File: config.mk
export PLATFORM = sky130hd
export DESIGN_NAME = mips_multi_control_flat
export DESIGN_NICKNAME = d
export VERILOG_FILES = /design/src/rtl/mips_multi_control_if.sv /design/src/rtl/mips_multi_control.sv /design/src/flat_wrapper.sv
export SDC_FILE = /design/constraint.sdc
export NUM_CORES = 1
export LEC_CHECK = 0
export BUFFER_PORTS_ARGS = -buffer_cell sky130_fd_sc_hd__buf_2
export CORE_AREA = 4 4 41 43
export DETAILED_ROUTE_END_ITERATION = 7
export DIE_AREA = 0 0 45 47
export PLACE_DENSITY_LB_ADDON = 0.15
export SLEW_MARGIN = 20
export SYNTH_ARGS = -nofsm -noshare
export SYNTH_HDL_FRONTEND = slang
export SYNTH_SLANG_ARGS = --single-unit
File: constraint.sdc
create_clock -name clk -period 1.55 [get_ports clk]
set_input_delay 0.3875 -clock clk [delete_from_list [all_inputs] [get_ports clk]]
set_output_delay 0.3875 -clock clk [all_outputs]
set_load 0.02 [all_outputs]
File: src/rtl/mips_multi_control_if.sv
// mips_multi_control_if: control bundle between the multicycle MIPS main
// control FSM (master) and the datapath / unified memory system (slave).
// The master samples opcode and zero and drives every datapath control.
interface mips_multi_control_if #(
  parameter int OP_WIDTH    = 6,
  parameter int STATE_WIDTH = 4
);
  logic [OP_WIDTH-1:0]    opcode;
  logic                   zero;
  logic                   mem_write;
  logic                   iord;
  logic                   ir_write;
  logic                   pc_en;
  logic                   reg_write;
  logic [1:0]             reg_dst;
  logic [1:0]             mem_to_reg;
  logic                   alu_src_a;
  logic [1:0]             alu_src_b;
  logic [1:0]             alu_op;
  logic [1:0]             pc_src;
  logic [STATE_WIDTH-1:0] state_o;

  modport master (
    input  opcode, zero,
    output mem_write, iord, ir_write, pc_en, reg_write, reg_dst,
           mem_to_reg, alu_src_a, alu_src_b, alu_op, pc_src, state_o
  );

  modport slave (
    output opcode, zero,
    input  mem_write, iord, ir_write, pc_en, reg_write, reg_dst,
           mem_to_reg, alu_src_a, alu_src_b, alu_op, pc_src, state_o
  );
endinterface

File: src/rtl/mips_multi_control.sv
// mips_multi_control: Moore-style main control FSM for the multicycle MIPS
// datapath. Sequences each instruction through fetch, decode, execute,
// memory and writeback. All controls are a function of the state only,
// except pc_en, which also folds in the ALU zero flag during BRANCH.
// Optional feature macro: MIPS_JAL_EN adds the JAL state (opcode 000011);
// without it, jal is treated as an unsupported opcode.
module mips_multi_control (
  input  logic                       clk,
  input  logic                       reset,
  mips_multi_control_if.master       ctrl
);

  localparam logic [5:0] OP_RTYPE = 6'b000000;
  localparam logic [5:0] OP_J     = 6'b000010;
  localparam logic [5:0] OP_BEQ   = 6'b000100;
  localparam logic [5:0] OP_ADDI  = 6'b001000;
  localparam logic [5:0] OP_LW    = 6'b100011;
  localparam logic [5:0] OP_SW    = 6'b101011;
`ifdef MIPS_JAL_EN
  localparam logic [5:0] OP_JAL   = 6'b000011;
`endif

  typedef enum logic [3:0] {
    FETCH  = 4'd0,
    DECODE = 4'd1,
    MEMADR = 4'd2,
    MEMRD  = 4'd3,
    MEMWB  = 4'd4,
    MEMWR  = 4'd5,
    EXEC   = 4'd6,
    ALUWB  = 4'd7,
    BRANCH = 4'd8,
    ADDIEX = 4'd9,
    ADDIWB = 4'd10,
    JUMP   = 4'd11
`ifdef MIPS_JAL_EN
    ,
    JAL    = 4'd12
`endif
  } state_e;

  state_e     state_q;
  state_e     state_d;

  logic       pc_write;
  logic       branch;
  logic       mem_write;
  logic       iord;
  logic       ir_write;
  logic       reg_write;
  logic [1:0] reg_dst;
  logic [1:0] mem_to_reg;
  logic       alu_src_a;
  logic [1:0] alu_src_b;
  logic [1:0] alu_op;
  logic [1:0] pc_src;

  // State register; reset aborts any instruction and restarts at FETCH.
  always_ff @(posedge clk or posedge reset) begin
    if (reset) begin
      state_q <= FETCH;
    end else begin
      state_q <= state_d;
    end
  end

  // Next-state decode; opcode only matters in DECODE and MEMADR, illegal codes fall back to FETCH.
  always_comb begin
    state_d = FETCH;
    case (state_q)
      FETCH:  state_d = DECODE;
      DECODE: begin
        case (ctrl.opcode)
          OP_LW,
          OP_SW:    state_d = MEMADR;
          OP_RTYPE: state_d = EXEC;
          OP_BEQ:   state_d = BRANCH;
          OP_ADDI:  state_d = ADDIEX;
          OP_J:     state_d = JUMP;
`ifdef MIPS_JAL_EN
          OP_JAL:   state_d = JAL;
`endif
          default:  state_d = FETCH;
        endcase
      end
      MEMADR: state_d = (ctrl.opcode == OP_SW) ? MEMWR : MEMRD;
      MEMRD:  state_d = MEMWB;
      EXEC:   state_d = ALUWB;
      ADDIEX: state_d = ADDIWB;
      default: state_d = FETCH;
    endcase
  end

  // Moore control outputs; anything not driven for a state stays at zero.
  always_comb begin
    pc_write   = 1'b0;
    branch     = 1'b0;
    mem_write  = 1'b0;
    iord       = 1'b0;
    ir_write   = 1'b0;
    reg_write  = 1'b0;
    reg_dst    = 2'b00;
    mem_to_reg = 2'b00;
    alu_src_a  = 1'b0;
    alu_src_b  = 2'b00;
    alu_op     = 2'b00;
    pc_src     = 2'b00;
    case (state_q)
      FETCH: begin
        ir_write  = 1'b1;
        alu_src_b = 2'b01;
        pc_write  = 1'b1;
      end
      DECODE: begin
        alu_src_b = 2'b11;
      end
      MEMADR: begin
        alu_src_a = 1'b1;
        alu_src_b = 2'b10;
      end
      MEMRD: begin
        iord = 1'b1;
      end
      MEMWB: begin
        reg_write  = 1'b1;
        mem_to_reg = 2'b01;
      end
      MEMWR: begin
        iord      = 1'b1;
        mem_write = 1'b1;
      end
      EXEC: begin
        alu_src_a = 1'b1;
        alu_op    = 2'b10;
      end
      ALUWB: begin
        reg_write = 1'b1;
        reg_dst   = 2'b01;
      end
      BRANCH: begin
        alu_src_a = 1'b1;
        alu_op    = 2'b01;
        pc_src    = 2'b01;
        branch    = 1'b1;
      end
      ADDIEX: begin
        alu_src_a = 1'b1;
        alu_src_b = 2'b10;
      end
      ADDIWB: begin
        reg_write = 1'b1;
      end
      JUMP: begin
        pc_src   = 2'b10;
        pc_write = 1'b1;
      end
`ifdef MIPS_JAL_EN
      JAL: begin
        pc_src     = 2'b10;
        pc_write   = 1'b1;
        reg_write  = 1'b1;
        reg_dst    = 2'b10;
        mem_to_reg = 2'b10;
      end
`endif
      default: begin
        pc_write = 1'b0;
      end
    endcase
  end

  assign ctrl.pc_en      = pc_write | (branch & ctrl.zero);
  assign ctrl.mem_write  = mem_write;
  assign ctrl.iord       = iord;
  assign ctrl.ir_write   = ir_write;
  assign ctrl.reg_write  = reg_write;
  assign ctrl.reg_dst    = reg_dst;
  assign ctrl.mem_to_reg = mem_to_reg;
  assign ctrl.alu_src_a  = alu_src_a;
  assign ctrl.alu_src_b  = alu_src_b;
  assign ctrl.alu_op     = alu_op;
  assign ctrl.pc_src     = pc_src;
  assign ctrl.state_o    = state_q;

endmodule

File: src/flat_wrapper.sv
// flat-port wrapper written by rule: the top's interface ports become plain ports
module mips_multi_control_flat 
  (clk, reset, ctrl_opcode, ctrl_zero, ctrl_mem_write, ctrl_iord, ctrl_ir_write, ctrl_pc_en, ctrl_reg_write, ctrl_reg_dst, ctrl_mem_to_reg, ctrl_alu_src_a, ctrl_alu_src_b, ctrl_alu_op, ctrl_pc_src, ctrl_state_o);
  mips_multi_control_if #(.OP_WIDTH(6), .STATE_WIDTH(4)) ctrl_i ();
  input  logic clk;
  input  logic reset;
  input wire logic [$bits(ctrl_i.opcode)-1:0] ctrl_opcode;
  input wire logic [$bits(ctrl_i.zero)-1:0] ctrl_zero;
  output wire logic [$bits(ctrl_i.mem_write)-1:0] ctrl_mem_write;
  output wire logic [$bits(ctrl_i.iord)-1:0] ctrl_iord;
  output wire logic [$bits(ctrl_i.ir_write)-1:0] ctrl_ir_write;
  output wire logic [$bits(ctrl_i.pc_en)-1:0] ctrl_pc_en;
  output wire logic [$bits(ctrl_i.reg_write)-1:0] ctrl_reg_write;
  output wire logic [$bits(ctrl_i.reg_dst)-1:0] ctrl_reg_dst;
  output wire logic [$bits(ctrl_i.mem_to_reg)-1:0] ctrl_mem_to_reg;
  output wire logic [$bits(ctrl_i.alu_src_a)-1:0] ctrl_alu_src_a;
  output wire logic [$bits(ctrl_i.alu_src_b)-1:0] ctrl_alu_src_b;
  output wire logic [$bits(ctrl_i.alu_op)-1:0] ctrl_alu_op;
  output wire logic [$bits(ctrl_i.pc_src)-1:0] ctrl_pc_src;
  output wire logic [$bits(ctrl_i.state_o)-1:0] ctrl_state_o;
  assign ctrl_i.opcode = ctrl_opcode;
  assign ctrl_i.zero = ctrl_zero;
  assign ctrl_mem_write = ctrl_i.mem_write;
  assign ctrl_iord = ctrl_i.iord;
  assign ctrl_ir_write = ctrl_i.ir_write;
  assign ctrl_pc_en = ctrl_i.pc_en;
  assign ctrl_reg_write = ctrl_i.reg_write;
  assign ctrl_reg_dst = ctrl_i.reg_dst;
  assign ctrl_mem_to_reg = ctrl_i.mem_to_reg;
  assign ctrl_alu_src_a = ctrl_i.alu_src_a;
  assign ctrl_alu_src_b = ctrl_i.alu_src_b;
  assign ctrl_alu_op = ctrl_i.alu_op;
  assign ctrl_pc_src = ctrl_i.pc_src;
  assign ctrl_state_o = ctrl_i.state_o;
  mips_multi_control u_core (.clk(clk), .reset(reset), .ctrl(ctrl_i));
endmodule
After elaboration in Yosys (flattened, before gate mapping)
Index checks and enable logic that the tools add are counted.
{ "classes": {"n_div": 0, "eq_ne": 16, "n_reduce_logical": 8, "n_mux": 15, "bitwise": 2, "n_mul": 0, "add_sub_neg": 0, "n_shift": 0, "magnitude_cmp": 0} }
{ "ops": {"columns": ["operator", "count"], "rows": [
  ["case mux 4 bit (6 select lines)", 1],
  ["case mux 4 bit (5 select lines)", 1],
  ["== test 4 x 3 -> 1 bit, second input constant", 4],
  ["== test 4 bit, second input constant", 4],
  ["== test 6 bit, second input constant", 2],
  ["two-way mux 1 bit", 9],
  ["== test 4 x 2 -> 1 bit, second input constant", 2],
  ["case mux 2 bit (2 select lines)", 2],
  ["OR reduction 2 bit", 4],
  ["== test 6 x 2 -> 1 bit, second input constant", 1],
  ["== test 6 x 3 -> 1 bit, second input constant", 1],
  ["== test 6 x 4 -> 1 bit, second input constant", 1],
  ["logical NOT 6 bit", 1],
  ["case mux 2 bit (3 select lines)", 1],
  ["== test 4 x 1 -> 1 bit, second input constant", 1],
  ["logical NOT 4 bit", 1],
  ["OR reduction 4 bit", 1],
  ["two-way mux 3 bit", 1],
  ["OR reduction 3 bit", 1],
  ["AND 1 bit", 1],
  ["bitwise OR 1 bit", 1]
]} }
{ "totals": {"rom_bits": 0, "latch_bits": 0, "memories": 0, "ramBits": 0, "in_bits": 9, "ff_bits": 4} }

Depth between registers and ports, before layout
Gate-level depths: netlist (run 1).
{ "logic_depth": {"ltp_word": 4, "depth_mapped": 4, "depth_no_buf": 3} }

Worst setup path after synthesis (run 1)
OpenSTA, ideal clock, no wires.
{ "synth_path": {"kind": "flip-flop to output port", "start": "reg u_core.state_q[3], in the netlist u_core.ctrl.state_o[3]", "end": "out ctrl_reg_write", "path_buffers": 1, "slack_ps": -455, "arrival_time_ps": 1617, "path_stages_with_launch": 5, "path_cell_list": "dfrtp_1 clkbuf_1 nand2b_1 nor3_1 a21o_1"} }
{ "synth_between": {"elab_chain_len": 3, "elab_cells_between_ends": 5, "cone_classes": "eq/ne (3); mux (1); reduce/logical (1)"} }
{ "synth_lines": {"columns": ["element", "line", "rtl"], "rows": [
  ["start, declared", "mips_multi_control.sv:42", "state_e state_q;"],
  ["start signal, assigned", "mips_multi_control.sv:63", "state_q <= state_d;"],
  ["== test 4 bit or == test 4 x 3 -> 1 bit (tied branches)", "mips_multi_control.sv:108", "case (state_q)"],
  ["OR reduction 3 bit (no line) (*)", null, null],
  ["two-way mux 1 bit (*)", "mips_multi_control.sv:108", null],
  ["end, declared", "flat_wrapper.sv:13", "output wire logic [$bits(ctrl_i.reg_write)-1:0] ctrl_reg_write;"]
]} }
Mark *: on every way between the ends. The rest lies on a longest branch, timed or not.

Final worst setup path (run 1)
{ "layout_path": {"start": "reg u_core.state_q[0], in the netlist u_core.ctrl.state_o[0]", "end": "out ctrl_alu_src_b[1]"} }
{ "layout_between": {"elab_chain_len": 3, "elab_cells_between_ends": 6, "cone_classes": "eq/ne (3); mux (1); reduce/logical (2)"} }
{ "layout_lines": {"columns": ["element", "line", "rtl"], "rows": [
  ["== test 4 x 2 -> 1 bit or == test 4 bit (tied branches)", "mips_multi_control.sv:108", null],
  ["OR reduction 2 bit (no line)", null, null],
  ["case mux 2 bit (3 select lines) (*)", "mips_multi_control.sv:108", null],
  ["end, declared", "flat_wrapper.sv:17", "output wire logic [$bits(ctrl_i.alu_src_b)-1:0] ctrl_alu_src_b;"]
]} }
Marks and branches as above.

==> PnR_summary.wiki, run 1 <==
{| class="wikitable"
! Metric !! Value
|-
| CTS tree || done
|-
| Num rows || 13
|-
| Length of the first detailed-routing pass in iterations || 1
|-
| Count of maximum capacitance violations || 0
|-
| Drt drc || 0
|-
| CTS Buffer Depth || 2
|-
| Setup repair after global routing missed its margin || true
|-
| Detail-routed net length per standard cell || 13.88 microns
|-
| Quantity of I/O buffers inserted on ports || 26
|-
| Fillers || 116
|-
| Average size of a mapped cell || 7.323 sq um
|-
| Area share of the leading cell type in the synthesized netlist || 22.41%
|-
| Final net count || 115
|-
| Number of slew-limit violations in the final report || 0
|-
| Routed Antenna Nets || 0
|-
| Sum of negative setup slack || -870.5 ps
|-
| Top cell types by occurrence after synthesis || sky130_fd_sc_hd__nor2_1, sky130_fd_sc_hd__nor3_1, sky130_fd_sc_hd__dfrtp_1, sky130_fd_sc_hd__nand2b_1, sky130_fd_sc_hd__xor2_1
|-
| Total half-perimeter wirelength after legalization and detailed placement || 1.081 mm
|-
| Final critical-path required period || 1697 ps
|-
| Final-report hold violation count || 0
|-
| Static leakage || 0.4342 nW
|-
| All-Layer GR Usage || 18.49%
|-
| Pin count of the biggest net entering global routing || 8
|-
| Via count of the first global-routing pass || 622
|-
| Crit end category || primary output
|-
| Number of inserted diodes || 0
|-
| Area of the die || 2115 sq um
|-
| Floorplan die height || 47 microns
|-
| Post-synthesis cell type count || 27
|-
| Arrival time of data at the critical path endpoint || 1310 ps
|-
| Type of element launching the critical path || flip-flop
|-
| IO Pins || 29
|-
| Crit path setup slack, layout || -147.1 ps
|-
| Violations in the final reports || setup timing
|-
| First-pass GRT wire length || 2.815 mm
|-
| Cell type with the largest total area after synthesis || sky130_fd_sc_hd__dfrtp_1
|-
| Endpoints failing setup || 13
|-
| Number of clock sinks || 4
|-
| Worst Skew || 3.899 ps
|-
| H-tree Lvls || 1
|-
| Area delta synth->final || 112.9%
|-
| Core outline area || 1301 sq um
|-
| Status || finished with violations
|-
| Area taken by flip-flops and latches || 105.1 sq um
|-
| Main synth FF type || sky130_fd_sc_hd__dfrtp_1
|-
| Maximum vdd ir drop || 0.0007470 V
|-
| DIE WIDTH || 45 microns
|-
| Post-Syn Area || 446.7 sq um
|-
| Crit path kind || flip-flop to primary output
|-
| Worst EP required || 1160 ps
|-
| Aggregate global routing overflow || 0
|-
| Hold Crit Class || primary input to asynchronous set/reset pin
|-
| Hold Worst Slack || 22.50 ps
|-
| Multi-input combinational cell area || 422.9 sq um
|-
| First-iteration detailed-routing DRC count || 0
|-
| Clk root buf || sky130_fd_sc_hd__clkbuf_4
|-
| Initial standard-cell utilization of the core || 34.33%
|-
| Leading post-synthesis cells by cell area || sky130_fd_sc_hd__dfrtp_1, sky130_fd_sc_hd__xor2_1, sky130_fd_sc_hd__nand2b_1
|-
| Final WL || 1.665 mm
|-
| Proportion of synthesized flip-flops having asynchronous set or reset || 100.0%
|-
| Clock-pin slew reported for the worst setup and hold paths after clock tree synthesis || 40 ps
|-
| Initial antenna violation count || 0
|-
| Via count || 615
|-
| Largest register FFs || 4
|-
| Synthesis warning total || 0
|-
| Part of the Yosys area used for sequential elements || 22.41%
|-
| Final core utilization || 73.08%
|-
| Worst skew pair latency || 230 ps
|-
| Vias per cell || 5.125
|-
| Register bit total from synthesis || 4
|-
| Worst-path fanout max || 6
|-
| Clock buffers created by TritonCTS || 3
|-
| Total power per unit cell area || 1695 nW/um^2
|-
| Count of flip-flops with a built-in enable after synthesis || 0
|-
| Final worst-path cycle share || 109.5%
|-
| Peak clock frequency supported by timing || 589.2 MHz
|-
| Layout cells sized above 1 || 68.57%
|-
| Gate count of the mapped netlist || 61
|-
| Most numerous cell in the Yosys netlist || sky130_fd_sc_hd__nor2_1
|-
| Final weighted congestion in routability-driven placement || 0.8074
|-
| Hold buffer count at CTS || 0
|}
-- layout make-up --
cell class | instances | share of cell area (%)
sequential | 4 | 11.05
clock buffer | 4 | 2.763
timing repair buffer | 46 | 38.55
tap | 15 | 1.974
multi-input combinational | 48 | 44.47
inverter | 3 | 1.184
-- kinds of logic (layout without fill, tap and decap cells) --
| group | after synthesis | in the layout | synth area share, % |
|---|---|---|---|
| AOI/OAI and AO/OA | 14 | 14 | 23.81 |
| other | 1 | 2 | 0.8395 |
| DFF | 4 | 4 | 22.41 |
| muxes | 1 | 1 | 2.241 |
| and+or+nand+nor | 27 | 27 | 32.21 |
| xor gates and xnor gates | 4 | 4 | 7.842 |
| buffers and inverters | 10 | 53 | 10.64 |
-- repair_timing --
action                                  in CTS  in global routing
buffers inserted                             9                  1
pin swaps                                    4                  0
resized for setup                           32                  5
endpoints found under the setup margin      14                 14
-- metrics by stage --
| step | power (mW) | instances | setup WS (ps) | cell area, sq um |
|---|---|---|---|---|
| finish | 1.612 | 120 | -147.1 | 950.9 |
| CTS | 1.568 | 119 | -125.2 | 925.9 |
| detailed placement | 1.201 | 106 | 5.016 | 734.5 |
| floorplan | 0.8740 | 62 | -127.1 | 556.8 |
| global placement | 1.188 | 106 | 47.75 | 734.5 |
| global route | 1.711 | 120 | -186.8 | 950.9 |
-- worst paths after layout --
check	start	end	slack [ps]	cells past startpoint
worst max register to register	u_core.ctrl.state_o[2]	u_core.ctrl.state_o[1]	70	5
max in group asynchronous	reset	u_core.ctrl.state_o[2]	1370	2
worst min register to register	u_core.ctrl.state_o[0]	u_core.ctrl.state_o[0]	710	2
worst max-delay path	u_core.ctrl.state_o[0]	ctrl_alu_src_b[1]	-150	4
min in group clk	ctrl_opcode[4]	u_core.ctrl.state_o[0]	510	4
worst min-delay path	reset	u_core.ctrl.state_o[0]	20	2
-- power by group --
| group | switching [mW] | internal (mW) | total [mW] |
|---|---|---|---|
| sequential | 0.0723 | 0.143 | 0.216 |
| combinational | 0.641 | 0.616 | 1.26 |
| clock | 0.0419 | 0.0966 | 0.138 |
| total | 0.756 | 0.856 | 1.61 |
-- worst max-delay path: stages (launching register included) --
cell and delay, ps:
sky130_fd_sc_hd__dfrtp_2 460, sky130_fd_sc_hd__nor2_1 190, sky130_fd_sc_hd__nand2_2 110, sky130_fd_sc_hd__a21oi_4 140, sky130_fd_sc_hd__buf_2 170
-- cells in the final DEF, fill, tap and decap left out, types with 2 or more instances in the layout --
cell	instances
sky130_fd_sc_hd__o211ai_1	3
sky130_fd_sc_hd__nor3_2	3
sky130_fd_sc_hd__buf_6	11
sky130_fd_sc_hd__dfrtp_2	4
sky130_fd_sc_hd__clkbuf_4	3
sky130_fd_sc_hd__nor2_4	3
sky130_fd_sc_hd__nand2_2	2
sky130_fd_sc_hd__xor2_1	4
sky130_fd_sc_hd__nand2b_4	3
sky130_fd_sc_hd__inv_1	3
sky130_fd_sc_hd__conb_1	2
sky130_fd_sc_hd__buf_2	13
sky130_fd_sc_hd__a21oi_4	2
sky130_fd_sc_hd__nor4_1	2
sky130_fd_sc_hd__nand3_1	3
sky130_fd_sc_hd__buf_4	21
sky130_fd_sc_hd__nor2_1	3
-- routing by layer --
metal	GRT usage, %	part of all wire (%)
met2	31.64	54
met4	7.018	0.72
met1	23.73	41
met3	2.299	4.7
met5	0	0
Power figures use the tool's default switching activity.
==> run 2, diff against run 1 <==
--- a/config.mk
+++ b/config.mk
@@ -14,3 +14,4 @@
 export SYNTH_ARGS = -nofsm -noshare
 export SYNTH_HDL_FRONTEND = slang
 export SYNTH_SLANG_ARGS = --single-unit
+export TNS_END_PERCENT = 50
==> run 2 against run 1 <==
Effect of this change: the flow still finishes with violations (setup timing); critical path type unchanged; sequential power hardly changed; worst setup slack worse by 25 ps; register-to-register slack about the same.
==> PnR_summary.wiki, run 2 (synthesis gave the netlist of run 1 again) <==
{| class="wikitable"
! Metric !! Value
|-
| Switching power || 0.7908 mW (+4.6%)
|-
| Reg2Reg Launch Point || u_core.ctrl.state_o[0]
|-
| Detail-routed net length per standard cell || 14.31 microns (+3.1%)
|-
| Quantity of I/O buffers inserted on ports || 26 (unchanged)
|-
| Crit path setup slack, layout || -172.3 ps (-25.21 ps)
|-
| Initial antenna violation count || 0 (unchanged)
|-
| Routed Antenna Nets || 0 (unchanged)
|-
| Worst Skew || 6.080 ps (+2.181 ps)
|-
| Grt peak-use layer || met2
|-
| Total power per unit cell area || 1782 nW/um^2 (+5.1%)
|-
| Final-report hold violation count || 0 (unchanged)
|-
| Arrival time of data at the critical path endpoint || 1330 ps (+20 ps)
|-
| Fillers || 93 (-20%)
|-
| Area taken by flip-flops and latches || 105.1 sq um (unchanged)
|-
| Count of maximum capacitance violations || 0 (unchanged)
|-
| CTS tree || done
|-
| All-Layer GR Usage || 17.22% (-1.3 points)
|-
| Internal || 0.9079 mW (+6.0%)
|-
| Most common cell after layout, fill and taps aside || sky130_fd_sc_hd__buf_4
|-
| Total instance count after detailed placement || 107 (+0.94%)
|-
| Flop2flop setup slack || 70 ps (about the same)
|-
| Number of inserted diodes || 0 (unchanged)
|-
| Multi-input combinational cell area || 434.2 sq um (+2.7%)
|-
| CTS Buffer Depth || 2 (unchanged)
|-
| Final worst-path cycle share || 111.1% (+1.6 points)
|-
| Worst EP required || 1160 ps (about the same)
|-
| Total half-perimeter wirelength after legalization and detailed placement || 1.100 mm (+1.8%)
|-
| Worst skew pair latency || 240 ps (about the same)
|-
| Largest register FFs || 4 (unchanged)
|-
| Total Power || 1.699 mW (+5.4%)
|-
| Type of element launching the critical path || flip-flop
|-
| Static leakage || 0.4283 nW (-1.3%)
|-
| Final net count || 113 (-1.7%)
|-
| First-pass GRT wire length || 2.642 mm (-6.1%)
|-
| Pin count of the biggest net entering global routing || 9 (+1)
|-
| Number of slew-limit violations in the final report || 0 (unchanged)
|-
| Violations in the final reports || setup timing
|-
| Hold Worst Slack || 16.94 ps (-5.566 ps)
|-
| Fraction of power spent switching nets || 46.55% (-0.32 points)
|-
| Final weighted congestion in routability-driven placement || 0.7929 (-1.8%)
|-
| Via count of the first global-routing pass || 604 (-2.9%)
|-
| Clock buffers created by TritonCTS || 3 (unchanged)
|-
| Layout cells sized above 1 || 69.90% (+1.3 points)
|-
| Endpoints failing setup || 14 (+1)
|-
| Floorplan die height || 47 microns (unchanged)
|-
| Clock group share of total power || 8.6% (about the same)
|-
| Clock-pin slew reported for the worst setup and hold paths after clock tree synthesis || 40 ps (about the same)
|-
| Aggregate global routing overflow || 0 (unchanged)
|-
| First-iteration detailed-routing DRC count || 10 (+10)
|-
| Hold Crit Class || primary input to asynchronous set/reset pin
|-
| Clk root buf || sky130_fd_sc_hd__clkbuf_4
|-
| Sequential share of power || 12.9% (-0.5 points)
|-
| Worst-path fanout max || 7 (+1)
|-
| Setup repair after global routing missed its margin || true
|-
| Area of the die || 2115 sq um (unchanged)
|-
| Number of cell instances on the worst register-to-register path || 5 (unchanged)
|-
| Met1 Use GR || 20.28% (-3.5 points)
|-
| Hold buffer count at CTS || 0 (unchanged)
|-
| Core outline area || 1301 sq um (unchanged)
|-
| Via count || 632 (+2.8%)
|-
| Initial standard-cell utilization of the core || 34.33% (unchanged)
|-
| Gate power share || 78.5% (+0.5 points)
|-
| Status || finished with violations
|-
| Met3 track demand over resource || 2.682% (+0.38 points)
|-
| Worst setup path end || ctrl_alu_src_b[1]
|-
| Final WL || 1.688 mm (+1.4%)
|-
| Highest-count cells in the layout ignoring fill and taps || sky130_fd_sc_hd__buf_4, sky130_fd_sc_hd__buf_2, sky130_fd_sc_hd__buf_6
|-
| End of the worst register-to-register path || u_core.ctrl.state_o[2]
|-
| Drt drc || 0 (unchanged)
|-
| Crit end category || primary output
|-
| H-tree Lvls || 1 (unchanged)
|-
| DIE WIDTH || 45 microns (unchanged)
|-
| Crit path kind || flip-flop to primary output
|-
| Vias per cell || 5.356 (+4.5%)
|-
| Number of clock sinks || 4 (unchanged)
|-
| Maximum vdd ir drop || 0.0009571 V (+28%)
|-
| Final instance count without filler cells || 118 (-1.7%)
|-
| Area delta synth->final || 113.4%
|-
| GR met2 Demand/Resource || 30.23% (-1.4 points)
|-
| Num rows || 13 (unchanged)
|-
| Peak clock frequency supported by timing || 580.6 MHz (-1.5%)
|-
| Critical path origin || u_core.ctrl.state_o[0]
|-
| Length of the first detailed-routing pass in iterations || 4 (+3)
|-
| Final critical-path required period || 1722 ps (+25.21 ps)
|-
| IO Pins || 29 (unchanged)
|}
run 2: what timing repair did:
item                       4_1_cts  5_1_grt
setup endpoints to repair       14       15
resized for setup               29       12
pin swaps                        3        4
buffers inserted                 6        1
run 2: area by class of cell:
class                           instances  area share (%)
Multi-Input combinational cell         48           45.54
Timing Repair Buffer                   44           37.53
Sequential cell                         4           11.02
Clock buffer                            4           2.756
Tap cell                               15           1.969
Inverter                                3           1.181
run 2: routing by layer:
metal	wire (microns)	vias up	share of wire, %
met2	864	32	51
li1	-	301	-
met5	0	-	0
met4	34	0	2.0
met3	111	6	6.6
met1	678	293	40
run 2: worst min path at each step:
stage	startpoint	to	slack, ps	cells past startpoint
after global placement	reset	u_core.ctrl.state_o[1]	270	2
after floorplan	reset	u_core.ctrl.state_o[1]	150	1
after CTS	reset	u_core.ctrl.state_o[3]	9	2
after detailed placement	reset	u_core.ctrl.state_o[1]	270	2
after global routing	reset	u_core.ctrl.state_o[3]	20	2
final	reset	u_core.ctrl.state_o[3]	20	2
run 2: per-stage QoR:
step           util [%]  TNS (ps)  cell area [sq um]  setup slack [ps]
4_1_cts           68.56     -1172              892.1            -122.0
3_3_place_gp      57.02         0              742.0             59.51
6_report          73.27     -1213              953.4            -172.3
3_5_place_dp      57.02         0              742.0             49.97
2_1_floorplan         -    -406.7              556.8            -127.1
5_1_grt           73.27     -2143              953.4            -238.0
run 2: power by group through the flow:
stage	Combinational, mW	Sequential [mW]	Clock (mW)
global placement	0.980	0.219	0
global route	1.40	0.228	0.169
detailed placement	0.989	0.220	0
CTS	1.21	0.217	0.153
floorplan	0.657	0.218	0
finish	1.33	0.219	0.146
run 2: worst max-delay path, stage by stage, from the launching register on:
cell and delay [ps]:
sky130_fd_sc_hd__dfrtp_2 460, sky130_fd_sc_hd__buf_12 160, sky130_fd_sc_hd__nand2b_1 230, sky130_fd_sc_hd__a21oi_4 80, sky130_fd_sc_hd__buf_4 160
==> run 3, diff against run 2 <==
--- a/config.mk
+++ b/config.mk
@@ -10,6 +10,7 @@
 export DETAILED_ROUTE_END_ITERATION = 7
 export DIE_AREA = 0 0 45 47
 export PLACE_DENSITY_LB_ADDON = 0.15
+export REMOVE_ABC_BUFFERS = 1
 export SLEW_MARGIN = 20
 export SYNTH_ARGS = -nofsm -noshare
 export SYNTH_HDL_FRONTEND = slang
==> run 3 against run 2 <==
Effect of this change: the flow still finishes with violations (setup timing); fmax down 1.0%; worst setup slack worse by 17 ps; first-iteration DRC count down 80%; design area down 3.3%; total power down 4.7%; highest routed layer unchanged.
==> PnR_summary.wiki, run 3 (synthesis gave the netlist of run 1 again) <==
{| class="wikitable"
! Metric !! Value
|-
| Final instance count without filler cells || 121 (+2.5%)
|-
| Crit path setup slack, layout || -189.7 ps (-17.40 ps)
|-
| Clk root buf || sky130_fd_sc_hd__clkbuf_4
|-
| Worst skew pair latency || 230 ps (about the same)
|-
| Number of cell instances on the worst register-to-register path || 5 (unchanged)
|-
| Instance area after placement || 615.6 sq um (-17%)
|-
| CTS tree || done
|-
| All-Layer GR Usage || 17.50% (+0.28 points)
|-
| Total power per unit cell area || 1755 nW/um^2 (-1.5%)
|-
| Floorplan die height || 47 microns (unchanged)
|-
| Violations in the final reports || setup timing
|-
| Count of maximum capacitance violations || 0 (unchanged)
|-
| Final worst-path cycle share || 112.2% (+1.1 points)
|-
| Reg2Reg Launch Point || u_core.ctrl.state_o[2]
|-
| Non-Filler Cell Area, Final || 922.1 sq um (-3.3%)
|-
| Pin count of the biggest net entering global routing || 7 (-2)
|-
| Num rows || 13 (unchanged)
|-
| Vias per cell || 5.314 (-0.78%)
|-
| Area of the die || 2115 sq um (unchanged)
|-
| Fillers || 99 (+6.5%)
|-
| Clock group share of total power || 7.9% (-0.7 points)
|-
| Endpoints failing setup || 13 (-1)
|-
| Final-report hold violation count || 0 (unchanged)
|-
| Quantity of I/O buffers inserted on ports || 26 (unchanged)
|-
| Setup slack at placement || 31.01 ps (-18.97 ps)
|-
| Maximum vdd ir drop || 0.0007023 V (-27%)
|-
| Critical path origin || u_core.ctrl.state_o[1]
|-
| H-tree Lvls || 1 (unchanged)
|-
| Worst EP required || 1160 ps (about the same)
|-
| IO Pins || 29 (unchanged)
|-
| CTS Buffer Depth || 2 (unchanged)
|-
| Total half-perimeter wirelength after legalization and detailed placement || 964.6 microns (-12%)
|-
| Final WL || 1.810 mm (+7.2%)
|-
| Fraction of power spent switching nets || 46.38% (-0.18 points)
|-
| Clock-pin slew reported for the worst setup and hold paths after clock tree synthesis || 40 ps (about the same)
|-
| Layout cells sized above 1 || 66.98% (-2.9 points)
|-
| Gate power share || 79.4% (+0.9 points)
|-
| Flop2flop setup slack || 80 ps (about the same)
|-
| Worst setup path end || ctrl_reg_write
|-
| Clock buffers created by TritonCTS || 3 (unchanged)
|-
| DIE WIDTH || 45 microns (unchanged)
|-
| Hold Worst Slack || 22.63 ps (+5.689 ps)
|-
| Aggregate global routing overflow || 0 (unchanged)
|-
| Routed Antenna Nets || 0 (unchanged)
|-
| Setup repair after global routing missed its margin || true
|-
| Final core utilization || 70.87% (-2.4 points)
|-
| Most common cell after layout, fill and taps aside || sky130_fd_sc_hd__buf_4
|-
| Worst-path fanout max || 6 (-1)
|-
| Static leakage || 0.4279 nW (about the same)
|-
| Switching power || 0.7508 mW (-5.1%)
|-
| Crit end category || primary output
|-
| Type of element launching the critical path || flip-flop
|-
| Final net count || 117 (+3.5%)
|-
| Drt drc || 0 (unchanged)
|-
| End of the worst register-to-register path || u_core.ctrl.state_o[1]
|-
| Length of the first detailed-routing pass in iterations || 4 (unchanged)
|-
| Arrival time of data at the critical path endpoint || 1350 ps (+20 ps)
|-
| Number of slew-limit violations in the final report || 0 (unchanged)
|-
| Peak clock frequency supported by timing || 574.8 MHz (-1.0%)
|-
| Crit path kind || flip-flop to primary output
|-
| Number of clock sinks || 4 (unchanged)
|-
| Total Power || 1.619 mW (-4.7%)
|-
| First-iteration detailed-routing DRC count || 2 (-8)
|-
| Number of inserted diodes || 0 (unchanged)
|-
| Total instance count after detailed placement || 103 (-3.7%)
|-
| Worst Skew || 6.250 ps (+0.1697 ps)
|-
| First-pass GRT wire length || 2.573 mm (-2.6%)
|-
| Core outline area || 1301 sq um (unchanged)
|-
| Via count of the first global-routing pass || 607 (+0.50%)
|-
| Largest register FFs || 4 (unchanged)
|-
| Area taken by flip-flops and latches || 103.9 sq um (-1.2%)
|-
| Initial antenna violation count || 0 (unchanged)
|-
| Hold Crit Class || primary input to asynchronous set/reset pin
|-
| Final critical-path required period || 1740 ps (+17.40 ps)
|-
| Detail-routed net length per standard cell || 14.96 microns (+4.6%)
|-
| Via count || 643 (+1.7%)
|-
| Status || finished with violations
|-
| Multi-input combinational cell area || 390.4 sq um (-10%)
|-
| Internal || 0.8680 mW (-4.4%)
|-
| Area delta synth->final || 106.4%
|-
| Final weighted congestion in routability-driven placement || 0.7549 (-4.8%)
|-
| Sequential share of power || 12.7% (-0.2 points)
|-
| Initial standard-cell utilization of the core || 34.33% (unchanged)
|-
| Sum of negative setup slack || -1101 ps (+112.8 ps)
|-
| Highest-count cells in the layout ignoring fill and taps || sky130_fd_sc_hd__buf_4, sky130_fd_sc_hd__buf_2, sky130_fd_sc_hd__buf_6
|}
run 3: how the worst min path moves through the flow:
stage	end	slack (ps)	cells past startpoint
4_1_cts	u_core.ctrl.state_o[3]	20	2
2_1_floorplan	u_core.ctrl.state_o[0]	150	1
5_1_grt	u_core.ctrl.state_o[3]	20	2
3_5_place_dp	u_core.ctrl.state_o[2]	270	2
3_3_place_gp	u_core.ctrl.state_o[2]	270	2
6_report	u_core.ctrl.state_o[3]	20	2
run 3: layout make-up:
class / count / share of cell area, %
multi-input cells: 48 / 42.33
repair buffers: 48 / 40.71
flip-flops and latches: 4 / 11.26
clock buffers: 3 / 2.442
well taps: 15 / 2.035
inverters: 3 / 1.221
run 3: metal layers:
layer	GRT usage (%)	vias to the layer above	part of all wire, %
li1	-	309	-
met1	18.54	308	40
met2	31.92	22	52
met3	2.299	4	6.0
met4	12.28	0	2.4
met5	0	-	0
run 3: repair_timing:
item | in CTS | in global routing
hold buffers | 0 | 0
pin swaps | 5 | 2
setup buffers | 14 | 1
resized for setup | 33 | 20
setup endpoints to repair | 14 | 16
run 3: critical path: stages (launching register included):
cell                      delay, ps
sky130_fd_sc_hd__dfrtp_2        450
sky130_fd_sc_hd__buf_4          170
sky130_fd_sc_hd__nor3_4         230
sky130_fd_sc_hd__a21o_1         150
sky130_fd_sc_hd__buf_6          130
run 3: power by group through the flow:
| stage | registers (mW) | clock network [mW] | logic, mW |
|---|---|---|---|
| finish | 0.206 | 0.128 | 1.28 |
| global route | 0.215 | 0.144 | 1.36 |
| CTS | 0.194 | 0.132 | 1.12 |
| detailed placement | 0.225 | 0 | 0.733 |
| global placement | 0.221 | 0 | 0.730 |
| floorplan | 0.274 | 0 | 0.375 |
